**config.mk**
```make
export PLATFORM = sky130hd
export DESIGN_NAME = mod_counter_n
export DESIGN_NICKNAME = d
export VERILOG_FILES = /design/src/rtl/mod_counter_pkg.sv /design/src/rtl/modcnt_prescaler.sv /design/src/rtl/mod_counter_n.sv
export SDC_FILE = /design/constraint.sdc
export NUM_CORES = 1
export LEC_CHECK = 0
export ABC_CLOCK_PERIOD_IN_PS = 1300
export BUFFER_PORTS_ARGS = -buffer_cell sky130_fd_sc_hd__buf_2
export CORE_AREA = 8 8 45 47
export DETAILED_ROUTE_END_ITERATION = 16
export DIE_AREA = 0 0 53 55
export PLACE_DENSITY = 0.69
export SYNTH_ARGS = -nofsm -noshare
export SYNTH_HDL_FRONTEND = slang
export SYNTH_SLANG_ARGS = --single-unit
export TNS_END_PERCENT = 10
```
**constraint.sdc**
```tcl
create_clock -name clk -period 1.3 [get_ports clk]
set_input_delay 0.195 -clock clk [delete_from_list [all_inputs] [get_ports clk]]
set_output_delay 0.195 -clock clk [all_outputs]
set_load 0.02 [all_outputs]
```
**src/rtl/mod_counter_pkg.sv**
```systemverilog
// Shared constants for the modulo-N up/down counter: direction encodings and default geometry.
package mod_counter_pkg;

  localparam logic DIR_UP = 1'b1;
  localparam logic DIR_DN = 1'b0;

  localparam int unsigned DEF_WIDTH  = 4;
  localparam int unsigned DEF_MODULO = 12;

endpackage

```
**src/rtl/modcnt_prescaler.sv**
```systemverilog
// Divides qualified enable cycles by PRESCALE; tick marks the enable cycle that completes a group.
// Only compiled when MODCNT_PRESCALE_EN is defined.
`ifdef MODCNT_PRESCALE_EN
module modcnt_prescaler #(
  parameter int unsigned PRESCALE = 1
) (
  input  logic clk,
  input  logic rst_n,
  input  logic en,
  input  logic restart,
  output logic tick
);

  localparam int unsigned CntW = (PRESCALE > 1) ? $clog2(PRESCALE) : 1;
  localparam logic [CntW-1:0] CntLast = CntW'(PRESCALE - 1);

  logic [CntW-1:0] cnt_q, cnt_d;

  assign tick = en && (cnt_q == CntLast);

  always_comb begin
    cnt_d = cnt_q;
    if (restart) begin
      cnt_d = '0;
    end else if (en) begin
      cnt_d = tick ? '0 : cnt_q + CntW'(1);
    end
  end

  always_ff @(posedge clk or negedge rst_n) begin
    if (!rst_n) begin
      cnt_q <= '0;
    end else begin
      cnt_q <= cnt_d;
    end
  end

endmodule
`endif

```
**src/rtl/mod_counter_n.sv**
```systemverilog
// Modulo-MODULO up/down counter with clear, range-checked load and a one-cycle wrap pulse.
// Define MODCNT_PRESCALE_EN to step only on every PRESCALE-th qualified valid_count cycle.
module mod_counter_n
  import mod_counter_pkg::*;
#(
  parameter int unsigned WIDTH    = DEF_WIDTH,
  parameter int unsigned MODULO   = DEF_MODULO,
  parameter int unsigned PRESCALE = 1
) (
  input  logic             clk,
  input  logic             rst_n,
  input  logic             valid_count,
  input  logic             dir,
  input  logic             clr,
  input  logic             load,
  input  logic [WIDTH-1:0] load_val,
  output logic [WIDTH-1:0] out,
  output logic             wrap,
  output logic             load_err
);

  if (MODULO < 2 || 64'(MODULO) > (64'd1 << WIDTH) || PRESCALE < 1) begin : gen_bad_cfg
    $error("mod_counter_n: need 2 <= MODULO <= 2**WIDTH and PRESCALE >= 1");
  end

  localparam logic [WIDTH-1:0] MaxVal = WIDTH'(MODULO - 1);

  logic [WIDTH-1:0] count_q, count_d;
  logic             wrap_q, wrap_d;
  logic             err_q, err_d;
  logic             step;

`ifdef MODCNT_PRESCALE_EN
  logic step_en;
  logic restart;

  assign step_en = valid_count & ~clr & ~load;
  assign restart = clr | load;

  modcnt_prescaler #(
    .PRESCALE(PRESCALE)
  ) u_prescaler (
    .clk    (clk),
    .rst_n  (rst_n),
    .en     (step_en),
    .restart(restart),
    .tick   (step)
  );
`else
  assign step = valid_count;
`endif

  always_comb begin
    count_d = count_q;
    wrap_d  = 1'b0;
    err_d   = err_q;
    if (clr) begin
      count_d = '0;
      err_d   = 1'b0;
    end else if (load) begin
      // Out-of-range loads saturate so out never leaves 0..MODULO-1.
      if (load_val > MaxVal) begin
        count_d = MaxVal;
        err_d   = 1'b1;
      end else begin
        count_d = load_val;
      end
    end else if (step) begin
      if (dir == DIR_UP) begin
        if (count_q == MaxVal) begin
          count_d = '0;
          wrap_d  = 1'b1;
        end else begin
          count_d = count_q + WIDTH'(1);
        end
      end else begin
        if (count_q == '0) begin
          count_d = MaxVal;
          wrap_d  = 1'b1;
        end else begin
          count_d = count_q - WIDTH'(1);
        end
      end
    end
  end

  always_ff @(posedge clk or negedge rst_n) begin
    if (!rst_n) begin
      count_q <= '0;
      wrap_q  <= 1'b0;
      err_q   <= 1'b0;
    end else begin
      count_q <= count_d;
      wrap_q  <= wrap_d;
      err_q   <= err_d;
    end
  end

  assign out      = count_q;
  assign wrap     = wrap_q;
  assign load_err = err_q;

endmodule

```
# After elaboration in Yosys (flattened, before gate mapping)
# Index checks and enable logic that the tools add are counted.
[op_classes]
n_mux = 16
n_div = 0
magnitude_cmp = 1
n_reduce_logical = 5
bitwise = 0
mul = 0
eq_ne = 1
n_shift = 0
n_addsub = 2
[ops]
columns = ["cell", "n"]
rows = [
  ["two-way mux 4 bit", 7],
  ["two-way mux 1 bit", 9],
  ["adder 4 x 1 -> 4 bit (second input constant)", 1],
  ["== test 4 bit (second input constant)", 1],
  ["greater-than comparator 4 bit (second input constant)", 1],
  ["zero test 4 bit", 1],
  ["nonzero test 2 bit", 2],
  ["subtractor 4 x 1 -> 4 bit (second input constant)", 1],
  ["nonzero test 3 bit", 1],
  ["AND reduction 2 bit", 1],
]
[word_totals]
latch_bits = 0
mem_bits_ro = 0
ram_bits = 0
reg_bits = 6
n_memories = 0
word_cells = 28
input_bits = 10
output_inout_bits = 6

# Logic depth before layout (Yosys ltp)
[depth]
ltp_word = 6
depth_mapped = 6
mapped_depth_nobuf = 6

# Worst setup path before layout
# No wires, ideal clock.
[synth_timing]
kind = "reg2reg"
startpoint = "register count_q[0] (netlist: out[0])"
endpoint = "register count_q[1] (netlist: out[1])"
setup_time_ps = 94
period_less_slack_ps = 1516
t_arrival_ps = 1422
path_stages_with_launch = 7
path_slack_ps = -216
t_required_ps = 1206
n_path_buf = 0
path_cell_list = "dfrtp_1 inv_1 ha_1 xor2_1 mux2i_1 nor2_1 a211oi_1"
[synth_between]
elab_chain_cells = 6
elab_cells_between_ends = 10
classes_between = "add/sub (2); eq/ne (1); mux (6); reduce/logical (1)"
[synth_rtl]
columns = ["element", "line", "source"]
rows = [
  ["start: declaration", "mod_counter_n.sv:28", "logic [WIDTH-1:0] count_q, count_d;"],
  ["start signal: assignment", "mod_counter_n.sv:93", "count_q <= count_d;"],
  ["subtractor 4 x 1 -> 4 bit, or another cell as far along", "mod_counter_n.sv:81", "count_d = count_q - WIDTH'(1);"],
  ["two-way mux 4 bit, on equally long branches", "mod_counter_n.sv:77, mod_counter_n.sv:70", ""],
  ["two-way mux 4 bit *", "mod_counter_n.sv:69", "if (dir == DIR_UP) begin"],
  ["two-way mux 4 bit *", "mod_counter_n.sv:68", "end else if (step) begin"],
  ["two-way mux 4 bit *", "mod_counter_n.sv:60", "end else if (load) begin"],
  ["two-way mux 4 bit *", "mod_counter_n.sv:57", "if (clr) begin"],
]
# Every way passes the cells marked *; elsewhere a longest branch is shown, timed or not. The select of a mux whose other input is x is not followed.
# A chain may end at the register's enable or synchronous reset.

# Worst setup path in the final report
[layout_timing]
startpoint = "register count_q[1] (netlist: out[1])"
endpoint = "register count_q[1] (netlist: out[1])"
# Same word-level chain as after synthesis.

==> flow_summary_export.csv <==
group,metric,value,unit
status,run_status,"finished, violations left",
status,failed_checks,"setup timing",
cts,clk_pin_slew,50,ps
placement,port-buffer-count,15,
logic_synthesis,yosysWarnings,0,
cts,cts_num_sinks,6,
detailed_routing,antenna_left,0,
detailed_routing,route.final.wire_length,1.23,mm
detailed_routing,viasPerCell,4.95,
pwr,leakage_power_of_the_design,0.280,nW
setup_path,timing.critical_path.fanout_max,5,
timing,worstMarginPinSlew,296,ps
timing,rsz0062_at_grt,"true",
run,cap_violations,0,
placement,post-dp-hpwl,960,um
grt,grt_antenna_before_repair,0,
detailed_routing,drcViolationCount,0,
placement,dpl_worst_slack,-26.7,ps
cts,worstSkewPairLatency,250,ps
hold_path,hold_path.class,"primary input to flop",
layout,number_of_antenna_diodes,0,
floorplanning,floorplan.io_pins,16,
timing,setup_ws,-28.0,ps
logic_synthesis,synth-seq-cells,6,
grt,first_global_vias,442,
detailed_routing,1st_iter_drt_viols,3,
grt,grt_pass1_wl,1.96,mm
logic_synthesis,synth_edf_count,0,
setup_path,worstPathArrival,1490,ps
timing,post-route-period-util,102,%
logic_synthesis,postSynth.asyncResetShare,100,%
detailed_routing,first_pass_iters,2,
logic_synthesis,synth-seq-area-share,34.3,%
setup_path,critical_path_class,"flop to flop",
timing,timing.final.max_slew_violations,0,
layout,fin_util,45.0,%
cts,clock_tree.root_cell,"sky130_fd_sc_hd__clkbuf_4",
setup_path,required,1460,ps
detailed_routing,detailroute.via_count,436,
floorplanning,floorplan.die.height,55,um
pwr,vdd_ir_drop_max,0.364,mV
floorplanning,core-area,1380,um2
timing,fin_worst_skew,8.63,ps
logic_synthesis,synth_flop_cell,"sky130_fd_sc_hd__dfrtp_1",
layout,area_growth_syn_to_layout,42.3,%
floorplanning,row_count,14,
floorplanning,initial_utilization,31.6,%
setup_path,crit_path_start_kind,"flop",
timing,layout_min_cycle_time,1330,ps
layout,nets,85,
timing,relSlewSlack,80.3,%
detailed_routing,wl_per_cell,13.9,um
floorplanning,die_area,2920,um2
pwr,total_power,0.582,mW
layout,drive_above_1_share,47.2,%
logic_synthesis,synth.avg_cell_area,8.76,um2
logic_synthesis,synth_cells,50,
placement,finalWeightedCongestion,0.735,
logic_synthesis,synth.cell_area,438,um2
grt,global_route_overflow,0,
floorplanning,die_width,53,um
logic_synthesis,synth.lib_cells_used.distinct,25,
setup_path,timing.critical_path.to_type,"flop",
timing,achievable-frequency,0.753,GHz
grt,grt_max_degree,11,
cts,cts.path.max_buffers,2,
timing,setup_violations,2,
cts,cts-htree-levels,1,
cts,cts-buffers-inserted,3,
pwr,total_power_density_per_cell_area,935,nW/um2
logic_synthesis,syn-num-nets,62,
cts,cts_tree,"yes",
timing,finalHoldViolCount,0,
grt,track_usage,9.45,%
-- worst paths after layout --
path	startpoint	endpoint	slack [ps]	cells past startpoint
max	out[1]$_DFFE_PN0P_	out[1]$_DFFE_PN0P_	-30	6
min	clr	out[3]$_DFFE_PN0P_	180	2
max reg2reg	out[1]$_DFFE_PN0P_	out[1]$_DFFE_PN0P_	-30	6
min reg2reg	load_err$_DFFE_PN0P_	load_err$_DFFE_PN0P_	490	2
max in group asynchronous	rst_n	out[1]$_DFFE_PN0P_	840	2
min in group asynchronous	rst_n	wrap$_DFF_PN0_	300	2
-- sequential cells by signal, summed over array words and instances (netlist names) --
| signal | cells |
|---|---|
| out | 4 |
| wrap | 1 |
| load_err | 1 |
-- cell families (layout without fill, tap and decap cells) --
group	after synthesis	count (layout)	share of synthesized area, %
compound gates	15	15	23.4
xor+xnor	2	2	4.00
fa+ha+maj	2	2	5.71
buf+inv	5	27	4.57
flops	6	6	34.3
mux	2	2	4.86
simple gates	18	18	23.1
-- power by group --
| part | internal [mW] | switching (mW) |
|---|---|---|
| combinational | 0.0839 | 0.0893 |
| sequential | 0.200 | 0.0188 |
| clock | 0.117 | 0.0739 |
-- cell usage after synthesis, types with 2 or more instances --
cell type	count	area share (%)
sky130_fd_sc_hd__a211oi_1	3	5.1
sky130_fd_sc_hd__a21oi_1	3	3.4
sky130_fd_sc_hd__a31oi_1	3	4.3
sky130_fd_sc_hd__clkbuf_1	2	1.7
sky130_fd_sc_hd__dfrtp_1	6	34
sky130_fd_sc_hd__ha_1	2	5.7
sky130_fd_sc_hd__inv_1	2	1.7
sky130_fd_sc_hd__nand2_1	3	2.6
sky130_fd_sc_hd__nand2b_1	2	2.9
sky130_fd_sc_hd__nand3b_1	3	5.1
sky130_fd_sc_hd__nor2_1	5	4.3
sky130_fd_sc_hd__nor3b_1	2	3.4
sky130_fd_sc_hd__xor2_1	2	4.0
-- worst max-delay path, cell delays in order (launching register included) --
cell and delay, ps:
sky130_fd_sc_hd__dfrtp_2 440, sky130_fd_sc_hd__inv_2 90, sky130_fd_sc_hd__ha_4 190, sky130_fd_sc_hd__xor2_1 130, sky130_fd_sc_hd__mux2i_1 160, sky130_fd_sc_hd__nor2_1 60
sky130_fd_sc_hd__a211oi_1 160
-- final cells by class --
cell class / count / area (um2)
clock buffer: 4 / 26.3
inverter: 2 / 7.51
sequential: 6 / 153
timing repair buffer: 21 / 123
multi-input combinational: 39 / 294
fill: 148 / 761
tap: 16 / 20.0
-- layer usage --
metal / routed length, um / global-route usage [%] / vias up
met5: 0 / 0 / -
met4: 19 / 9.05 / 0
met3: 84 / 2.41 / 2
met2: 588 / 15.8 / 14
met1: 533 / 9.41 / 195
li1: - / - / 225
-- placed cells by master (no fill, tap or decap), types with 3 or more instances in the layout --
| cell | Yosys | layout |
|---|---|---|
| sky130_fd_sc_hd__nand3b_1 | 3 | 3 |
| sky130_fd_sc_hd__dfrtp_1 | 6 | 4 |
| sky130_fd_sc_hd__buf_4 | 0 | 5 |
| sky130_fd_sc_hd__a21oi_1 | 3 | 3 |
| sky130_fd_sc_hd__nand2_1 | 3 | 3 |
| sky130_fd_sc_hd__clkbuf_4 | 0 | 3 |
| sky130_fd_sc_hd__a211oi_1 | 3 | 3 |
| sky130_fd_sc_hd__buf_2 | 1 | 15 |
| sky130_fd_sc_hd__nor2_1 | 5 | 5 |
| sky130_fd_sc_hd__a31oi_1 | 3 | 3 |
-- timing repair --
item | 4_1_cts | 5_1_grt
resized for setup | 2 | 1
setup buffers | 0 | 0
hold buffers | 1 | 0
endpoints found under the setup margin | 4 | 4
endpoints found under the hold margin | 6 | 0
pin swaps | 4 | 1
-- metrics by stage --
step | instances | hold WS, ps | instance area, um2 | TNS [ps]
6_report | 88 | 183 | 623 | -54.0
5_1_grt | 88 | 187 | 623 | -336
4_1_cts | 88 | 165 | 617 | -74.5
3_5_place_dp | 83 | 32.8 | 573 | -67.8
3_3_place_gp | 83 | 24.8 | 573 | -26.3
2_1_floorplan | 50 | -101 | 454 | -83.1
(Power assumes the default switching activity.)
